--- config.mk ---
export PLATFORM = sky130hd
export DESIGN_NAME = axi_id_order_guard
export DESIGN_NICKNAME = d
export VERILOG_FILES = /design/src/rtl/axi_id_order_guard_pkg.sv /design/src/rtl/axi_id_order_guard_lzc.sv /design/src/rtl/axi_id_order_guard.sv
export SDC_FILE = /design/constraint.sdc
export NUM_CORES = 1
export LEC_CHECK = 0
export BUFFER_PORTS_ARGS = -buffer_cell sky130_fd_sc_hd__buf_2
export CORE_ASPECT_RATIO = 0.7
export CORE_UTILIZATION = 54
export CTS_BUF_LIST = sky130_fd_sc_hd__clkbuf_8
export DETAILED_ROUTE_END_ITERATION = 8
export PLACE_DENSITY = 0.74
export SETUP_SLACK_MARGIN = 0.05
export SLEW_MARGIN = 0
export SYNTH_ARGS = -nofsm -noshare
export SYNTH_HDL_FRONTEND = slang
export SYNTH_SLANG_ARGS = --single-unit
export TNS_END_PERCENT = 30
--- constraint.sdc ---
create_clock -name clk_i -period 2.01 [get_ports clk_i]
set_input_delay 0.3015 -clock clk_i [delete_from_list [all_inputs] [get_ports clk_i]]
set_output_delay 0.3015 -clock clk_i [all_outputs]
set_load 0.02 [all_outputs]
--- src/rtl/axi_id_order_guard_pkg.sv ---
// Shared sizing helpers for the AXI per-ID ordering guard.
package axi_id_order_guard_pkg;

   function automatic int unsigned idx_width(input int unsigned n);
      return (n > 1) ? $clog2(n) : 1;
   endfunction

   function automatic int unsigned cnt_width(input int unsigned max_txns);
      return $clog2(max_txns + 1);
   endfunction

endpackage

--- src/rtl/axi_id_order_guard_lzc.sv ---
// Trailing-zero finder: index of the lowest set bit, plus an all-zero flag.
module axi_id_order_guard_lzc
   import axi_id_order_guard_pkg::*;
#(
   parameter int unsigned WIDTH = 4
) (
   input  logic [WIDTH-1:0]                  bits,
   output logic [idx_width(WIDTH)-1:0]       idx,
   output logic                              empty
);

   localparam int unsigned IW = idx_width(WIDTH);

   // Scan downward so the lowest set bit is the last one written.
   always_comb begin
      idx   = '0;
      empty = 1'b1;
      for (int i = int'(WIDTH) - 1; i >= 0; i--) begin
         if (bits[i]) begin
            idx   = IW'(i);
            empty = 1'b0;
         end
      end
   end

endmodule

--- src/rtl/axi_id_order_guard.sv ---
// Per-ID ordering guard: stalls requests whose ID is saturated, or that are new while the ID table is full,
// so a downstream ID remapper can never reorder same-ID responses.
module axi_id_order_guard
   import axi_id_order_guard_pkg::*;
#(
   parameter int unsigned ID_WIDTH        = 4,
   parameter int unsigned TABLE_SIZE      = 4,
   parameter int unsigned MAX_TXNS_PER_ID = 1
) (
   input  logic                clk_i,
   input  logic                rst_i,
   input  logic                slv_req_valid_i,
   output logic                slv_req_ready_o,
   input  logic [ID_WIDTH-1:0] slv_req_id_i,
   output logic                mst_req_valid_o,
   input  logic                mst_req_ready_i,
   input  logic                mst_rsp_valid_i,
   output logic                mst_rsp_ready_o,
   input  logic [ID_WIDTH-1:0] mst_rsp_id_i,
   input  logic                mst_rsp_last_i,
   output logic                slv_rsp_valid_o,
   input  logic                slv_rsp_ready_i,
   output logic                full_o,
   output logic                err_o
);

   localparam int unsigned CW = cnt_width(MAX_TXNS_PER_ID);
   localparam int unsigned IW = idx_width(TABLE_SIZE);

   typedef struct packed {
      logic                valid;
      logic [ID_WIDTH-1:0] id;
      logic [CW-1:0]       cnt;
   } entry_t;

   entry_t [TABLE_SIZE-1:0] entries_q, entries_d;
   logic   [TABLE_SIZE-1:0] free_vec;
   logic   [IW-1:0]         free_idx, req_idx, rsp_idx;
   logic                    no_free, req_hit, rsp_hit, accept;
   logic                    req_fire, release_fire, err_q, dup_id;

   assign mst_rsp_ready_o = slv_rsp_ready_i;
   assign slv_rsp_valid_o = mst_rsp_valid_i;

   // All lookups use registered state only, so no response-to-request combinational path exists.
   always_comb begin
      req_hit = 1'b0;
      req_idx = '0;
      rsp_hit = 1'b0;
      rsp_idx = '0;
      for (int i = 0; i < int'(TABLE_SIZE); i++) begin
         free_vec[i] = ~entries_q[i].valid;
         if (entries_q[i].valid && (entries_q[i].id == slv_req_id_i)) begin
            req_hit = 1'b1;
            req_idx = IW'(i);
         end
         if (entries_q[i].valid && (entries_q[i].id == mst_rsp_id_i)) begin
            rsp_hit = 1'b1;
            rsp_idx = IW'(i);
         end
      end
   end

   axi_id_order_guard_lzc #(
      .WIDTH (TABLE_SIZE)
   ) u_free_lzc (
      .bits  (free_vec),
      .idx   (free_idx),
      .empty (no_free)
   );

   assign accept          = req_hit ? (entries_q[req_idx].cnt < CW'(MAX_TXNS_PER_ID)) : ~no_free;
   assign mst_req_valid_o = slv_req_valid_i & accept & ~rst_i;
   assign slv_req_ready_o = mst_req_ready_i & accept & ~rst_i;
   assign req_fire        = mst_req_valid_o & mst_req_ready_i;
   assign release_fire    = mst_rsp_valid_i & slv_rsp_ready_i & mst_rsp_last_i;
   assign full_o          = ~|free_vec;
   assign err_o           = err_q;

   // Release is applied before the request so a same-ID pair nets out and the entry stays valid.
   always_comb begin
      entries_d = entries_q;
      if (release_fire && rsp_hit) begin
         entries_d[rsp_idx].cnt = entries_q[rsp_idx].cnt - CW'(1);
         if (entries_q[rsp_idx].cnt == CW'(1)) begin
            entries_d[rsp_idx].valid = 1'b0;
         end
      end
      if (req_fire) begin
         if (req_hit) begin
            entries_d[req_idx].valid = 1'b1;
            entries_d[req_idx].cnt   = entries_d[req_idx].cnt + CW'(1);
         end else begin
            entries_d[free_idx].valid = 1'b1;
            entries_d[free_idx].id    = slv_req_id_i;
            entries_d[free_idx].cnt   = CW'(1);
         end
      end
   end

   always_ff @(posedge clk_i or posedge rst_i) begin
      if (rst_i) begin
         entries_q <= '0;
         err_q     <= 1'b0;
      end else begin
         entries_q <= entries_d;
         err_q     <= release_fire & ~rsp_hit;
      end
   end

   always_comb begin
      dup_id = 1'b0;
      for (int i = 0; i < int'(TABLE_SIZE); i++) begin
         for (int j = i + 1; j < int'(TABLE_SIZE); j++) begin
            if (entries_q[i].valid && entries_q[j].valid && (entries_q[i].id == entries_q[j].id)) begin
               dup_id = 1'b1;
            end
         end
      end
   end

   unique_id_a : assert property (@(posedge clk_i) disable iff (rst_i) !dup_id);

   stable_id_a : assert property (@(posedge clk_i) disable iff (rst_i)
      (slv_req_valid_i && !slv_req_ready_o) |=> $stable(slv_req_id_i));

endmodule
==> results of run 1 <==
## critical path, delay by kind of cell, from the launching register on
family | cells | cell delay, ns
DFF | 1 | 0.41
AOI/OAI and AO/OA | 1 | 0.45
and+or+nand+nor | 4 | 0.83
muxes | 1 | 0.20
buffers and inverters | 1 | 0.17
## area by class of cell
cell class | count | area [µm²] | share of cell area [%]
Multi-Input combinational cell | 125 | 1230 | 47.63
Sequential cell | 25 | 626.9 | 24.27
Timing Repair Buffer | 79 | 583.1 | 22.58
Inverter | 13 | 52.55 | 2.035
Tap cell | 36 | 45.04 | 1.744
Clock buffer | 3 | 41.29 | 1.599
Clock inverter | 1 | 3.754 | 0.1453
## power by group through the flow
stage	sequential (mW)	clock, mW	combinational (mW)
floorplan	0.931	0	0.983
global route	1.03	0.331	2.07
finish	1.01	0.313	2.01
detailed placement	0.970	0	1.59
CTS	0.972	0.310	1.76
global placement	0.952	0	1.53
## layout by cell type, fill, tap and decap left out, types with 2 or more instances in the layout
| master | count |
|---|---|
| sky130_fd_sc_hd__xnor2_1 | 7 |
| sky130_fd_sc_hd__nor2b_1 | 3 |
| sky130_fd_sc_hd__o41ai_2 | 2 |
| sky130_fd_sc_hd__nor4b_4 | 2 |
| sky130_fd_sc_hd__nand3_2 | 2 |
| sky130_fd_sc_hd__nand4_1 | 4 |
| sky130_fd_sc_hd__nand2_1 | 5 |
| sky130_fd_sc_hd__a21o_1 | 2 |
| sky130_fd_sc_hd__nand2_2 | 2 |
| sky130_fd_sc_hd__nand2b_1 | 5 |
| sky130_fd_sc_hd__xor2_1 | 15 |
| sky130_fd_sc_hd__buf_6 | 6 |
| sky130_fd_sc_hd__a2111oi_4 | 2 |
| sky130_fd_sc_hd__nor3_1 | 5 |
| sky130_fd_sc_hd__mux2_4 | 2 |
| sky130_fd_sc_hd__nand3_1 | 6 |
| sky130_fd_sc_hd__buf_4 | 54 |
| sky130_fd_sc_hd__nor4_4 | 6 |
| sky130_fd_sc_hd__mux2_2 | 11 |
| sky130_fd_sc_hd__clkbuf_8 | 3 |
| sky130_fd_sc_hd__dfrtp_1 | 24 |
| sky130_fd_sc_hd__o21ai_0 | 2 |
| sky130_fd_sc_hd__nor2_1 | 5 |
| sky130_fd_sc_hd__nand2_4 | 2 |
| sky130_fd_sc_hd__inv_1 | 12 |
| sky130_fd_sc_hd__mux2i_1 | 5 |
| sky130_fd_sc_hd__nor2_2 | 3 |
| sky130_fd_sc_hd__buf_2 | 18 |
| sky130_fd_sc_hd__o22ai_1 | 2 |
## stage by stage
stage / hold slack [ns] / cells / area [µm²] / power [mW] / utilization, %
floorplan: 0.1901 / 171 / 1790 / 1.913 / -
global route: 0.1475 / 282 / 2582 / 3.433 / 90.21
CTS: 0.1207 / 280 / 2459 / 3.040 / 85.88
finish: 0.1259 / 282 / 2582 / 3.335 / 90.21
global placement: 0.4113 / 271 / 2277 / 2.486 / 79.55
detailed placement: 0.4286 / 271 / 2277 / 2.564 / 79.55
## synth_stat cells (5+ instances only)
cell	instances	area [µm²]
sky130_fd_sc_hd__inv_1	13	48.80
sky130_fd_sc_hd__nor3_1	6	30.03
sky130_fd_sc_hd__xor2_1	15	131.4
sky130_fd_sc_hd__nand2_1	9	33.78
sky130_fd_sc_hd__nand2b_1	5	31.28
sky130_fd_sc_hd__nor2_1	9	33.78
sky130_fd_sc_hd__mux2_2	11	123.9
sky130_fd_sc_hd__dfrtp_1	25	625.6
sky130_fd_sc_hd__mux2i_1	6	60.06
sky130_fd_sc_hd__xnor2_1	8	70.07
sky130_fd_sc_hd__nand3_1	8	40.04
## state kept, by name (all words and copies together) (netlist names)
register   flops
entries_q     24
err_o          1
## what timing repair did
action                     4_1_cts  5_1_grt
buffers inserted                 5        4
setup endpoints to repair       23       26
pin swaps                        3       11
gates resized for setup         18       25
## routing by layer
layer  wire length (µm)  up-vias  part of all wire (%)
met5                  0        -                     0
met4                385        0                   5.8
met3                817       40                    12
met2               2903      168                    44
met1               2552      903                    38
li1                   -      768                     -
## how the worst max path moves through the flow
stage | from | end | slack, ns | cells after the start
floorplan | slv_req_id_i[2] | mst_req_valid_o | -0.16 | 7
global placement | slv_req_id_i[1] | slv_req_ready_o | -0.32 | 7
detailed placement | slv_req_id_i[1] | slv_req_ready_o | -0.35 | 7
CTS | entries_q[2] | mst_req_valid_o | -0.52 | 8
global route | entries_q[3] | slv_req_ready_o | -0.71 | 7
finish | entries_q[3] | slv_req_ready_o | -0.65 | 7
## cell families after synthesis
logic type / Yosys count
DFF: 25
muxes: 19
xor gates and xnor gates: 23
and+or+nand+nor: 60
AOI/OAI and AO/OA: 23
buffers and inverters: 21
==> impl_metrics.prom, run 1 <==
# TYPE chip_impl_metric gauge
chip_impl_metric{name="tritoncts.num_buffers",unit=""} 3
chip_impl_metric{name="synth-async-reset-ratio",unit="%"} 100.0
chip_impl_info{name="cts_root_buf",value="sky130_fd_sc_hd__clkbuf_8"} 1
chip_impl_metric{name="dieWidth",unit="µm"} 68.35
chip_impl_metric{name="drcViolationCount",unit=""} 0
chip_impl_metric{name="worstRegToRegCells",unit=""} 9
chip_impl_metric{name="antenna-diode-count",unit=""} 0
chip_impl_metric{name="vias_per_cell",unit=""} 6.663
chip_impl_metric{name="synth_fp_nets",unit=""} 186
chip_impl_info{name="worst_setup_path_end_kind",value="primary output"} 1
chip_impl_metric{name="clkSlewWorstSetupHoldPaths",unit="ns"} 0.09
chip_impl_info{name="startpoint_type",value="flop"} 1
chip_impl_metric{name="power_per_cell_area",unit="mW/mm²"} 1291
chip_impl_metric{name="grt_met2_use",unit="%"} 53.27
chip_impl_metric{name="core-area",unit="mm²"} 0.002863
chip_impl_metric{name="buffer_ports.inserted",unit=""} 20
chip_impl_metric{name="synthAdderAreaFrac",unit="%"} 0
chip_impl_metric{name="leakage",unit="nW"} 1.149
chip_impl_metric{name="yosysSeqAreaShare",unit="%"} 37.59
chip_impl_metric{name="floorplan.initialDensity",unit="%"} 58.13
chip_impl_metric{name="nNetsFinal",unit=""} 262
chip_impl_metric{name="chipHeight",unit="µm"} 48.45
chip_impl_metric{name="cts_sinks",unit=""} 25
chip_impl_metric{name="crit_fanout",unit=""} 3
chip_impl_info{name="tritoncts_clock_tree",value="yes"} 1
chip_impl_metric{name="antenna_violating_nets_left",unit=""} 0
chip_impl_metric{name="switchingPower",unit="mW"} 1.473
chip_impl_metric{name="p_sw_share",unit="%"} 44.15
chip_impl_metric{name="setup-tns-final",unit="ns"} -3.854
chip_impl_info{name="crit_slowest_cell",value="sky130_fd_sc_hd__a2111oi_4"} 1
chip_impl_metric{name="final_layout_size_suffix_gt1_share",unit="%"} 54.07
chip_impl_metric{name="drt-wirelength-per-cell",unit="µm"} 23.61
chip_impl_metric{name="syn-instance-count",unit=""} 171
chip_impl_metric{name="synth_xor_xnor_area_share",unit="%"} 12.11
chip_impl_metric{name="layout_worst_path_cycle_share",unit="%"} 132.6
chip_impl_metric{name="final.setup.worst_slack",unit="ns"} -0.6545
chip_impl_metric{name="design.die.area",unit="mm²"} 0.003311
chip_impl_metric{name="grt.met1_usage",unit="%"} 50.53
chip_impl_metric{name="detail_route.first_pass.iterations",unit=""} 6
chip_impl_metric{name="netlist_area",unit="mm²"} 0.001664
chip_impl_info{name="rsz0062_at_grt",value="yes"} 1
chip_impl_metric{name="source_to_sink_clock_delay_at_the_later_pin_of_the_worst_skew_pair",unit="ns"} 0.28
chip_impl_info{name="violations",value="negative setup slack"} 1
chip_impl_metric{name="place_ws",unit="ns"} -0.3486
chip_impl_info{name="globalRoute.busiestLayer",value="met2"} 1
chip_impl_info{name="outcome",value="finished, violations left"} 1
chip_impl_metric{name="gr-usage-met3",unit="%"} 11.32
chip_impl_metric{name="drt-initial-drc-count",unit=""} 222
chip_impl_metric{name="vias",unit=""} 1879
chip_impl_metric{name="floorplan.io_pins",unit=""} 21
chip_impl_metric{name="power_frac_comb",unit="%"} 60.2
chip_impl_metric{name="timing_max_transition_violations_final",unit=""} 0
chip_impl_metric{name="wl",unit="mm"} 6.659
chip_impl_info{name="dominant_combinational_cell_family_by_area_after_synthesis",value="simple AND/OR/NAND/NOR gates"} 1
chip_impl_info{name="criticalPathCategory",value="reg -> out"} 1
chip_impl_metric{name="maxClockFrequency",unit="MHz"} 375.3
chip_impl_metric{name="post-route-min-period",unit="ns"} 2.665
chip_impl_metric{name="slowest_cell_delay_on_critical_path",unit="ns"} 0.45
chip_impl_metric{name="required",unit="ns"} 1.71
chip_impl_metric{name="vdd_ir_drop_max",unit="mV"} 0.8131
chip_impl_metric{name="track_usage",unit="%"} 36.71
chip_impl_metric{name="final.fill_count",unit=""} 110
chip_impl_metric{name="power.share.clock",unit="%"} 9.4
chip_impl_metric{name="slew_headroom",unit="%"} 66.62
chip_impl_metric{name="clockBufferDepth",unit=""} 2
chip_impl_metric{name="grt_max_degree",unit=""} 26
chip_impl_metric{name="final.setup_skew",unit="ns"} 0.006865
chip_impl_metric{name="max-cap-violations",unit=""} 0
chip_impl_metric{name="synth-compound-area-share",unit="%"} 10.15
chip_impl_metric{name="synthesis.area_per_instance",unit="µm²"} 9.732
chip_impl_metric{name="initial_antenna_violation_count",unit=""} 0
chip_impl_metric{name="num_rows",unit=""} 16
chip_impl_info{name="min-delay-path-class",value="in -> async"} 1
chip_impl_metric{name="global_route_wire_length_before_repair",unit="mm"} 8.694
chip_impl_metric{name="critical_path_arrival",unit="ns"} 2.36
chip_impl_metric{name="grt_remaining_overflow",unit=""} 0
chip_impl_metric{name="slew_of_the_pin_with_the_lowest_slew_margin",unit="ns"} 0.4964
chip_impl_metric{name="first_global_vias",unit=""} 1732
chip_impl_metric{name="synth.area.mux_share",unit="%"} 12.41
chip_impl_metric{name="postSynthRegisterBits",unit=""} 25
chip_impl_metric{name="timing.final.hold_violations",unit=""} 0
chip_impl_metric{name="int_power",unit="mW"} 1.862
chip_impl_metric{name="holdBufCountCts",unit=""} 0
chip_impl_info{name="timing.rr.start",value="entries_q[7]"} 1
chip_impl_info{name="synth_flop_cell",value="sky130_fd_sc_hd__dfrtp_1"} 1
chip_impl_metric{name="synth_cell_types",unit=""} 42
chip_impl_info{name="ordered_list_of_cells_on_the_worst_path",value="nand2b_1, nand4_1, or3_4, mux2i_4, a2111oi_4, nor4b_4, buf_4"} 1
chip_impl_metric{name="synth_simple_gate_area_share",unit="%"} 22.26
chip_impl_metric{name="flow.area_growth_from_synthesis",unit="%"} 55.19
chip_impl_metric{name="share_of_power_burned_in_registers",unit="%"} 30.4
chip_impl_metric{name="synth-edff-count",unit=""} 0
chip_impl_metric{name="detailedPlacementHpwl",unit="mm"} 3.742
chip_impl_info{name="crit-reg2reg-capture",value="entries_q[6]"} 1
chip_impl_metric{name="timing.reg2reg.setup_slack",unit="ns"} -0.29
chip_impl_metric{name="synth.yosys.warnings",unit=""} 0
chip_impl_metric{name="htree_num_levels",unit=""} 1
chip_impl_metric{name="gp_congestion",unit=""} 0.9449
chip_impl_metric{name="setup_viol",unit=""} 20
(Power assumes the default switching activity.)
==> run 2, diff against run 1 <==
--- a/config.mk
+++ b/config.mk
@@ -5,12 +5,13 @@
 export SDC_FILE = /design/constraint.sdc
 export NUM_CORES = 1
 export LEC_CHECK = 0
+export ABC_AREA = 1
 export BUFFER_PORTS_ARGS = -buffer_cell sky130_fd_sc_hd__buf_2
 export CORE_ASPECT_RATIO = 0.7
-export CORE_UTILIZATION = 54
+export CORE_UTILIZATION = 56
 export CTS_BUF_LIST = sky130_fd_sc_hd__clkbuf_8
 export DETAILED_ROUTE_END_ITERATION = 8
-export PLACE_DENSITY = 0.74
+export PLACE_DENSITY = 0.75
 export SETUP_SLACK_MARGIN = 0.05
 export SLEW_MARGIN = 0
 export SYNTH_ARGS = -nofsm -noshare
==> impl_metrics.prom, run 2 <==
# TYPE chip_impl_metric gauge
chip_impl_metric{name="synth_cell_types",unit=""} 29
chip_impl_metric{name="maxClockFrequency",unit="MHz"} 444.5
chip_impl_metric{name="synthesis.area_per_instance",unit="µm²"} 6.242
chip_impl_info{name="timing.rr.start",value="entries_q[10]"} 1
chip_impl_metric{name="p_sw_share",unit="%"} 51.41
chip_impl_info{name="ordered_list_of_cells_on_the_worst_path",value="inv_1, nand2_1, o21ai_1, nor2_2, nand3_2, nand3_4, nor2_8, nor2_2, nand2_2, nand2_4, nand2_1, nor2_1, buf_4"} 1
chip_impl_info{name="rsz0062_at_grt",value="yes"} 1
chip_impl_metric{name="switchingPower",unit="mW"} 2.282
chip_impl_metric{name="timing.reg2reg.setup_slack",unit="ns"} -0.18
chip_impl_metric{name="max-cap-violations",unit=""} 0
chip_impl_metric{name="post-route-min-period",unit="ns"} 2.250
chip_impl_metric{name="synth-async-reset-ratio",unit="%"} 100.0
chip_impl_metric{name="final_layout_size_suffix_gt1_share",unit="%"} 41.07
chip_impl_metric{name="num_rows",unit=""} 18
chip_impl_metric{name="antenna-diode-count",unit=""} 0
chip_impl_metric{name="nNetsFinal",unit=""} 447
chip_impl_metric{name="final.setup.worst_slack",unit="ns"} -0.2397
chip_impl_info{name="layout_common_cells",value="sky130_fd_sc_hd__nand2_1, sky130_fd_sc_hd__buf_4, sky130_fd_sc_hd__inv_1, sky130_fd_sc_hd__nor2_1, sky130_fd_sc_hd__nand2_2"} 1
chip_impl_metric{name="final_core_utilization",unit="%"} 83.44
chip_impl_info{name="tritoncts_clock_tree",value="yes"} 1
chip_impl_metric{name="track_usage",unit="%"} 35.70
chip_impl_metric{name="grt_max_degree",unit=""} 26
chip_impl_metric{name="flow.area_growth_from_synthesis",unit="%"} 37.45
chip_impl_metric{name="tritoncts.num_buffers",unit=""} 3
chip_impl_metric{name="multi_input_area",unit="mm²"} 0.001603
chip_impl_metric{name="fin_worst_hold_slack",unit="ns"} 0.09801
chip_impl_metric{name="required",unit="ns"} 1.71
chip_impl_metric{name="detailedPlacementHpwl",unit="mm"} 4.781
chip_impl_metric{name="netlist_area",unit="mm²"} 0.002228
chip_impl_metric{name="final_cell_count_no_fill",unit=""} 481
chip_impl_metric{name="gp_congestion",unit=""} 0.9659
chip_impl_info{name="outcome",value="finished, violations left"} 1
chip_impl_metric{name="grt_remaining_overflow",unit=""} 0
chip_impl_info{name="synth.most_common_cell",value="sky130_fd_sc_hd__nand2_1"} 1
chip_impl_metric{name="buffer_ports.inserted",unit=""} 20
chip_impl_metric{name="share_of_power_burned_in_registers",unit="%"} 21.9
chip_impl_metric{name="wl",unit="mm"} 7.607
chip_impl_metric{name="largest_register_ffs",unit=""} 24
chip_impl_metric{name="postSynthRegisterBits",unit=""} 25
chip_impl_info{name="netlist.top_cell.by_area",value="sky130_fd_sc_hd__dfrtp_1"} 1
chip_impl_info{name="crit-reg2reg-capture",value="entries_q[1]"} 1
chip_impl_metric{name="cts_sinks",unit=""} 25
chip_impl_metric{name="timing.critical_path.buf_inv",unit=""} 2
chip_impl_metric{name="source_to_sink_clock_delay_at_the_later_pin_of_the_worst_skew_pair",unit="ns"} 0.28
chip_impl_metric{name="power",unit="mW"} 4.438
chip_impl_metric{name="vias",unit=""} 2689
chip_impl_metric{name="fin_area",unit="mm²"} 0.003063
chip_impl_info{name="crit_slowest_cell",value="sky130_fd_sc_hd__dfrtp_1"} 1
chip_impl_metric{name="crit_fanout",unit=""} 4
chip_impl_metric{name="slew_headroom",unit="%"} 52.74
chip_impl_metric{name="design.die.area",unit="mm²"} 0.004239
chip_impl_info{name="criticalPathCategory",value="reg -> out"} 1
chip_impl_metric{name="synth.yosys.warnings",unit=""} 0
chip_impl_metric{name="antenna_violating_nets_left",unit=""} 0
chip_impl_metric{name="initial_antenna_violation_count",unit=""} 0
chip_impl_info{name="critPathTopFamily",value="simple AND/OR/NAND/NOR gates"} 1
chip_impl_metric{name="drt-initial-drc-count",unit=""} 377
chip_impl_info{name="startpoint_type",value="flop"} 1
chip_impl_info{name="cts_root_buf",value="sky130_fd_sc_hd__clkbuf_8"} 1
chip_impl_metric{name="power.share.clock",unit="%"} 7.1
chip_impl_metric{name="place_ws",unit="ns"} -0.07411
chip_impl_metric{name="timing_max_transition_violations_final",unit=""} 0
chip_impl_metric{name="placed_cell_area",unit="mm²"} 0.002549
chip_impl_metric{name="floorplan.initialDensity",unit="%"} 60.70
chip_impl_info{name="worst_setup_path_end_kind",value="primary output"} 1
chip_impl_metric{name="clockBufferDepth",unit=""} 2
chip_impl_metric{name="dp.cells",unit=""} 450
chip_impl_metric{name="power_per_cell_area",unit="mW/mm²"} 1449
chip_impl_metric{name="chipHeight",unit="µm"} 54.78
chip_impl_metric{name="syn-instance-count",unit=""} 357
chip_impl_metric{name="slowest_cell_delay_on_critical_path",unit="ns"} 0.37
chip_impl_metric{name="drcViolationCount",unit=""} 0
chip_impl_metric{name="worstRegToRegCells",unit=""} 16
chip_impl_metric{name="final.fill_count",unit=""} 227
chip_impl_metric{name="final.setup_skew",unit="ns"} 0.008027
chip_impl_info{name="min-delay-path-class",value="in -> async"} 1
chip_impl_metric{name="yosysTopAreaCellShare",unit="%"} 28.07
chip_impl_metric{name="htree_num_levels",unit=""} 1
chip_impl_metric{name="detail_route.first_pass.iterations",unit=""} 6
chip_impl_metric{name="setup_viol",unit=""} 25
chip_impl_metric{name="critical_path_arrival",unit="ns"} 1.95
chip_impl_info{name="synth_top_cells_by_count",value="sky130_fd_sc_hd__nand2_1, sky130_fd_sc_hd__inv_1, sky130_fd_sc_hd__nor2_1, sky130_fd_sc_hd__dfrtp_1, sky130_fd_sc_hd__nand3_1"} 1
chip_impl_metric{name="dieWidth",unit="µm"} 77.40
chip_impl_metric{name="synth-edff-count",unit=""} 0
chip_impl_metric{name="global_route_wire_length_before_repair",unit="mm"} 11.27
chip_impl_metric{name="setup-tns-final",unit="ns"} -3.191
chip_impl_metric{name="yosysSeqAreaShare",unit="%"} 28.07
chip_impl_info{name="top_register",value="entries_q"} 1
chip_impl_metric{name="int_power",unit="mW"} 2.156
chip_impl_metric{name="first_global_vias",unit=""} 2402
chip_impl_info{name="synth_flop_cell",value="sky130_fd_sc_hd__dfrtp_1"} 1
chip_impl_metric{name="floorplan.io_pins",unit=""} 21
chip_impl_metric{name="vias_per_cell",unit=""} 5.590
chip_impl_metric{name="slew_of_the_pin_with_the_lowest_slew_margin",unit="ns"} 0.7015
chip_impl_metric{name="core-area",unit="mm²"} 0.003671
chip_impl_info{name="synth_top_cells_by_area",value="sky130_fd_sc_hd__dfrtp_1, sky130_fd_sc_hd__nand2_1, sky130_fd_sc_hd__inv_1"} 1
chip_impl_metric{name="vdd_ir_drop_max",unit="mV"} 0.9543
chip_impl_metric{name="layout_worst_path_cycle_share",unit="%"} 111.9
chip_impl_metric{name="timing.final.hold_violations",unit=""} 0
chip_impl_metric{name="drt-wirelength-per-cell",unit="µm"} 15.81
chip_impl_metric{name="clkSlewWorstSetupHoldPaths",unit="ns"} 0.10
chip_impl_metric{name="power_frac_comb",unit="%"} 71.0
chip_impl_metric{name="leakage",unit="nW"} 1.707
chip_impl_metric{name="regArea",unit="µm²"} 628.1
chip_impl_metric{name="synth_fp_nets",unit=""} 372
chip_impl_info{name="violations",value="negative setup slack"} 1
chip_impl_info{name="layout.cells.most_common",value="sky130_fd_sc_hd__nand2_1"} 1
[run 2: changes by cell type after synthesis, moves of 5 or more]
cell,change
sky130_fd_sc_hd__nand2_1,+152
sky130_fd_sc_hd__nor2_1,+28
sky130_fd_sc_hd__inv_1,+27
sky130_fd_sc_hd__xor2_1,-13
sky130_fd_sc_hd__mux2_2,-11
sky130_fd_sc_hd__nand3_1,+8
sky130_fd_sc_hd__nor2_2,+8
sky130_fd_sc_hd__o21ai_0,+7
sky130_fd_sc_hd__o21ai_1,+7
sky130_fd_sc_hd__mux2i_1,-6
sky130_fd_sc_hd__nand2_2,+5
sky130_fd_sc_hd__nand2b_1,-5
sky130_fd_sc_hd__nand3_2,+5
sky130_fd_sc_hd__nor2_4,+5
[run 2: what timing repair did]
| action | CTS | global route |
|---|---|---|
| hold buffers | 0 | 0 |
| pin swaps | 42 | 28 |
| buffers inserted | 20 | 9 |
| setup endpoints to repair | 24 | 26 |
| resized for setup | 57 | 28 |
[run 2: cells by family after synthesis]
kind of cell | after synthesis | synth area share, %
compound gates | 20 | 5.390
flops | 25 | 28.07
simple gates | 254 | 53.57
xor+xnor | 6 | 2.358
buf+inv | 52 | 10.61
[run 2: cell type report]
cell class | count | area share (%)
Multi-Input combinational cell | 280 | 52.33
Sequential cell | 25 | 20.51
Timing Repair Buffer | 76 | 17.77
Inverter | 46 | 5.882
Tap cell | 50 | 2.042
Clock buffer | 3 | 1.348
Clock inverter | 1 | 0.1225
[run 2: routing by layer]
layer | share of wire, % | GRT usage, %
met1 | 41 | 46.33
met2 | 44 | 59.00
met3 | 12 | 9.000
met4 | 2.9 | 12.58
met5 | 0 | 0
[run 2: how the worst max path moves through the flow]
stage	cells after the start	from	slack [ns]	endpoint
2_1_floorplan	13	entries_q[22]	0.12	mst_req_valid_o
3_3_place_gp	19	mst_rsp_id_i[3]	-0.03	entries_q[12]
3_5_place_dp	16	slv_req_id_i[0]	-0.07	entries_q[11]
4_1_cts	13	entries_q[14]	-0.17	mst_req_valid_o
5_1_grt	13	entries_q[10]	-0.37	mst_req_valid_o
6_report	13	entries_q[10]	-0.24	mst_req_valid_o
[run 2: power groups by stage]
| stage | Sequential [mW] | Clock, mW | Combinational [mW] |
|---|---|---|---|
| finish | 0.971 | 0.314 | 3.15 |
| global route | 0.991 | 0.331 | 3.41 |
| CTS | 0.935 | 0.313 | 2.80 |
| detailed placement | 0.933 | 0 | 2.28 |
| global placement | 0.926 | 0 | 2.25 |
| floorplan | 0.880 | 0 | 1.60 |
[run 2: worst register-to-register path, stage by stage (launching register included)]
cell and delay, ns:
sky130_fd_sc_hd__dfrtp_1 0.37, sky130_fd_sc_hd__inv_1 0.09, sky130_fd_sc_hd__nand2_1 0.10, sky130_fd_sc_hd__o21ai_1 0.10, sky130_fd_sc_hd__nor2_2 0.15, sky130_fd_sc_hd__nand3_2 0.13
sky130_fd_sc_hd__nand3_4 0.13, sky130_fd_sc_hd__nor2_8 0.05, sky130_fd_sc_hd__nor2_2 0.11, sky130_fd_sc_hd__nand2_2 0.08, sky130_fd_sc_hd__nand2_4 0.07, sky130_fd_sc_hd__buf_4 0.13
sky130_fd_sc_hd__nand3_4 0.10, sky130_fd_sc_hd__nor2_8 0.20, sky130_fd_sc_hd__nand2_4 0.10, sky130_fd_sc_hd__nand2_1 0.09, sky130_fd_sc_hd__nand2_1 0.07
==> run 3, diff against run 2 <==
--- a/config.mk
+++ b/config.mk
@@ -8,10 +8,10 @@
 export ABC_AREA = 1
 export BUFFER_PORTS_ARGS = -buffer_cell sky130_fd_sc_hd__buf_2
 export CORE_ASPECT_RATIO = 0.7
-export CORE_UTILIZATION = 56
+export CORE_UTILIZATION = 35
 export CTS_BUF_LIST = sky130_fd_sc_hd__clkbuf_8
 export DETAILED_ROUTE_END_ITERATION = 8
-export PLACE_DENSITY = 0.75
+export PLACE_DENSITY = 0.48
 export SETUP_SLACK_MARGIN = 0.05
 export SLEW_MARGIN = 0
 export SYNTH_ARGS = -nofsm -noshare
==> constraint.sdc (replaced) <==
create_clock -name clk_i -period 2.5 [get_ports clk_i]
set_input_delay 0.375 -clock clk_i [delete_from_list [all_inputs] [get_ports clk_i]]
set_output_delay 0.375 -clock clk_i [all_outputs]
set_load 0.02 [all_outputs]
==> impl_metrics.prom, run 3 (same netlist as run 2, synthesis figures left out) <==
# TYPE chip_impl_metric gauge
chip_impl_info{name="outcome",value="finished, final reports clean"} 1
chip_impl_metric{name="crit_fanout",unit=""} 7
chip_impl_metric{name="setup_viol",unit=""} 0
chip_impl_metric{name="worstRegToRegCells",unit=""} 17
chip_impl_metric{name="flow.area_growth_from_synthesis",unit="%"} 20.27
chip_impl_metric{name="floorplan.initialDensity",unit="%"} 37.59
chip_impl_info{name="top_register",value="entries_q"} 1
chip_impl_metric{name="detail_route.wirelength.met1",unit="mm"} 3.553
chip_impl_metric{name="layout_worst_path_cycle_share",unit="%"} 95.55
chip_impl_metric{name="design.die.area",unit="mm²"} 0.006695
chip_impl_metric{name="final.setup.worst_slack",unit="ns"} 0.1112
chip_impl_info{name="crit-reg2reg-capture",value="entries_q[2]"} 1
chip_impl_metric{name="drt-wirelength-per-cell",unit="µm"} 13.77
chip_impl_metric{name="timing.reg2reg.setup_slack",unit="ns"} 0.27
chip_impl_metric{name="power",unit="mW"} 2.982
chip_impl_metric{name="critical_path_arrival",unit="ns"} 2.01
chip_impl_metric{name="maxClockFrequency",unit="MHz"} 418.6
chip_impl_metric{name="final.setup_skew",unit="ns"} 0.006176
chip_impl_info{name="criticalPathCategory",value="reg -> out"} 1
chip_impl_metric{name="max-cap-violations",unit=""} 0
chip_impl_metric{name="core-area",unit="mm²"} 0.005928
chip_impl_metric{name="gp_congestion",unit=""} 0.9012
chip_impl_metric{name="vdd_ir_drop_max",unit="mV"} 0.4320
chip_impl_info{name="min-delay-path-class",value="in -> async"} 1
chip_impl_metric{name="drcViolationCount",unit=""} 0
chip_impl_metric{name="final_core_utilization",unit="%"} 45.21
chip_impl_metric{name="detailedPlacementHpwl",unit="mm"} 4.993
chip_impl_metric{name="grt_remaining_overflow",unit=""} 0
chip_impl_metric{name="slew_of_the_pin_with_the_lowest_slew_margin",unit="ns"} 0.5914
chip_impl_info{name="timing.rr.start",value="entries_q[20]"} 1
chip_impl_metric{name="wl_met3",unit="µm"} 353
chip_impl_info{name="startpoint_type",value="flop"} 1
chip_impl_metric{name="final.fill_count",unit=""} 644
chip_impl_info{name="ordered_list_of_cells_on_the_worst_path",value="inv_1, nand2_1, nand2_1, inv_1, nand4_4, clkinv_4, nand2_1, nand2_1, nor2_4, nand2_2, nand2_4, nand2_1, nor2_1, buf_2"} 1
chip_impl_metric{name="post-route-min-period",unit="ns"} 2.389
chip_impl_metric{name="detail_route.first_pass.iterations",unit=""} 5
chip_impl_metric{name="vias_per_cell",unit=""} 4.683
chip_impl_info{name="cts_root_buf",value="sky130_fd_sc_hd__clkbuf_8"} 1
chip_impl_metric{name="track_usage",unit="%"} 19.81
chip_impl_metric{name="largest_register_ffs",unit=""} 24
chip_impl_metric{name="clkSlewWorstSetupHoldPaths",unit="ns"} 0.10
chip_impl_info{name="crit_slowest_cell",value="sky130_fd_sc_hd__dfrtp_2"} 1
chip_impl_info{name="worst_setup_path_end_kind",value="primary output"} 1
chip_impl_metric{name="cts_sinks",unit=""} 25
chip_impl_info{name="cp_common_cell",value="sky130_fd_sc_hd__nand2_1"} 1
chip_impl_info{name="rsz0062_at_grt",value="yes"} 1
chip_impl_metric{name="timing_max_transition_violations_final",unit=""} 0
chip_impl_metric{name="floorplan.io_pins",unit=""} 21
chip_impl_metric{name="fin_worst_hold_slack",unit="ns"} 0.1767
chip_impl_metric{name="timing.critical_path.buf_inv",unit=""} 4
chip_impl_metric{name="final_layout_size_suffix_gt1_share",unit="%"} 26.13
chip_impl_metric{name="timing.final.hold_violations",unit=""} 0
chip_impl_metric{name="slowest_cell_delay_on_critical_path",unit="ns"} 0.46
chip_impl_info{name="layout_common_cells",value="sky130_fd_sc_hd__nand2_1, sky130_fd_sc_hd__inv_1, sky130_fd_sc_hd__nor2_1, sky130_fd_sc_hd__buf_4, sky130_fd_sc_hd__dfrtp_1"} 1
chip_impl_metric{name="met2WireLength",unit="mm"} 2.579
chip_impl_metric{name="first_global_vias",unit=""} 1927
chip_impl_metric{name="chipHeight",unit="µm"} 68.76
chip_impl_metric{name="clockBufferDepth",unit=""} 2
chip_impl_metric{name="antenna-diode-count",unit=""} 0
chip_impl_metric{name="nNetsFinal",unit=""} 414
chip_impl_info{name="layout.cells.most_common",value="sky130_fd_sc_hd__nand2_1"} 1
chip_impl_metric{name="place_ws",unit="ns"} 0.1659
chip_impl_metric{name="initial_antenna_violation_count",unit=""} 0
chip_impl_info{name="critPathTopFamily",value="simple AND/OR/NAND/NOR gates"} 1
chip_impl_metric{name="antenna_violating_nets_left",unit=""} 0
chip_impl_metric{name="grt_max_degree",unit=""} 26
chip_impl_metric{name="global_route_wire_length_before_repair",unit="mm"} 10.12
chip_impl_metric{name="vias",unit=""} 2215
chip_impl_metric{name="htree_num_levels",unit=""} 1
chip_impl_info{name="maxUsedRoutingLayer",value="met4"} 1
chip_impl_metric{name="buffer_ports.inserted",unit=""} 20
chip_impl_metric{name="source_to_sink_clock_delay_at_the_later_pin_of_the_worst_skew_pair",unit="ns"} 0.27
chip_impl_metric{name="tritoncts.num_buffers",unit=""} 3
chip_impl_metric{name="required",unit="ns"} 2.12
chip_impl_metric{name="dieWidth",unit="µm"} 97.37
chip_impl_info{name="tritoncts_clock_tree",value="yes"} 1
chip_impl_metric{name="drt-initial-drc-count",unit=""} 120
chip_impl_metric{name="slew_headroom",unit="%"} 60.43
chip_impl_metric{name="num_rows",unit=""} 23
chip_impl_metric{name="power_per_cell_area",unit="mW/mm²"} 1113
chip_impl_metric{name="wl",unit="mm"} 6.514
chip_impl_metric{name="leakage",unit="nW"} 1.488
-- run 3: changes by cell type in the layout (fill, tap and decap cells not counted), moves of 2 or more --
cell                      delta
sky130_fd_sc_hd__nor2_4      -3
sky130_fd_sc_hd__nor2_2      -4
sky130_fd_sc_hd__nor2_1      +7
sky130_fd_sc_hd__o21ai_2     -3
sky130_fd_sc_hd__buf_6       -5
sky130_fd_sc_hd__nand2_4     -4
sky130_fd_sc_hd__inv_1       +5
sky130_fd_sc_hd__o21ai_0     +2
sky130_fd_sc_hd__buf_4      -29
sky130_fd_sc_hd__nand3_1     +4
sky130_fd_sc_hd__inv_2       -6
sky130_fd_sc_hd__nand3_2     -4
sky130_fd_sc_hd__nand2_2    -17
sky130_fd_sc_hd__nand2_1    +21
-- run 3: how the worst max path moves through the flow --
stage                         start         endpoint  slack (ns)  depth (start not counted)
finish                entries_q[20]  mst_req_valid_o        0.11                         14
global placement    slv_req_id_i[0]     entries_q[1]        0.15                         16
detailed placement  slv_req_id_i[0]     entries_q[7]        0.17                         16
CTS                   entries_q[16]  slv_req_ready_o        0.07                         12
global route          entries_q[19]  mst_req_valid_o       -0.03                         12
floorplan           slv_req_id_i[0]  mst_req_valid_o        0.47                         14
-- run 3: where the power goes --
group	switching (mW)	internal (mW)	total [mW]
combinational	1.19	0.752	1.95
clock	0.142	0.112	0.254
sequential	0.198	0.583	0.781
total	1.54	1.45	2.98
-- run 3: routing by layer --
metal | up-vias | global-route usage [%]
met2 | 47 | 29.55
met4 | 0 | 2.206
met1 | 993 | 30.55
li1 | 1173 | -
met5 | - | 0
met3 | 2 | 3.226
-- run 3: timing repair --
item / in CTS / in global routing
hold buffers: 0 / 0
setup buffers: 0 / 21
pin swaps: 0 / 16
setup endpoints to repair: 2 / 2
gates resized for setup: 4 / 23
cloned: 0 / 0
-- run 3: through the flow --
step	TNS [ns]	area (µm²)	std cells
floorplan	0	2228	357
global placement	0	2377	448
detailed placement	0	2377	448
CTS	0	2445	452
global route	-0.05112	2680	473
finish	0	2680	473
-- run 3: cell type report --
type	count	area [µm²]	area share, %
tap	75	93.84	3.501
inverter	46	180.2	6.723
sequential	25	629.4	23.48
timing repair buffer	43	275.3	10.27
clock buffer	3	41.29	1.541
multi-input combinational	280	1455	54.30
clock inverter	1	5.005	0.1867
-- run 3: worst reg2reg max path: cells and delay by family, from the launching register on --
kind / cells / cell delay, ns
DFF: 1 / 0.46
buffers and inverters: 4 / 0.39
and+or+nand+nor: 13 / 1.26
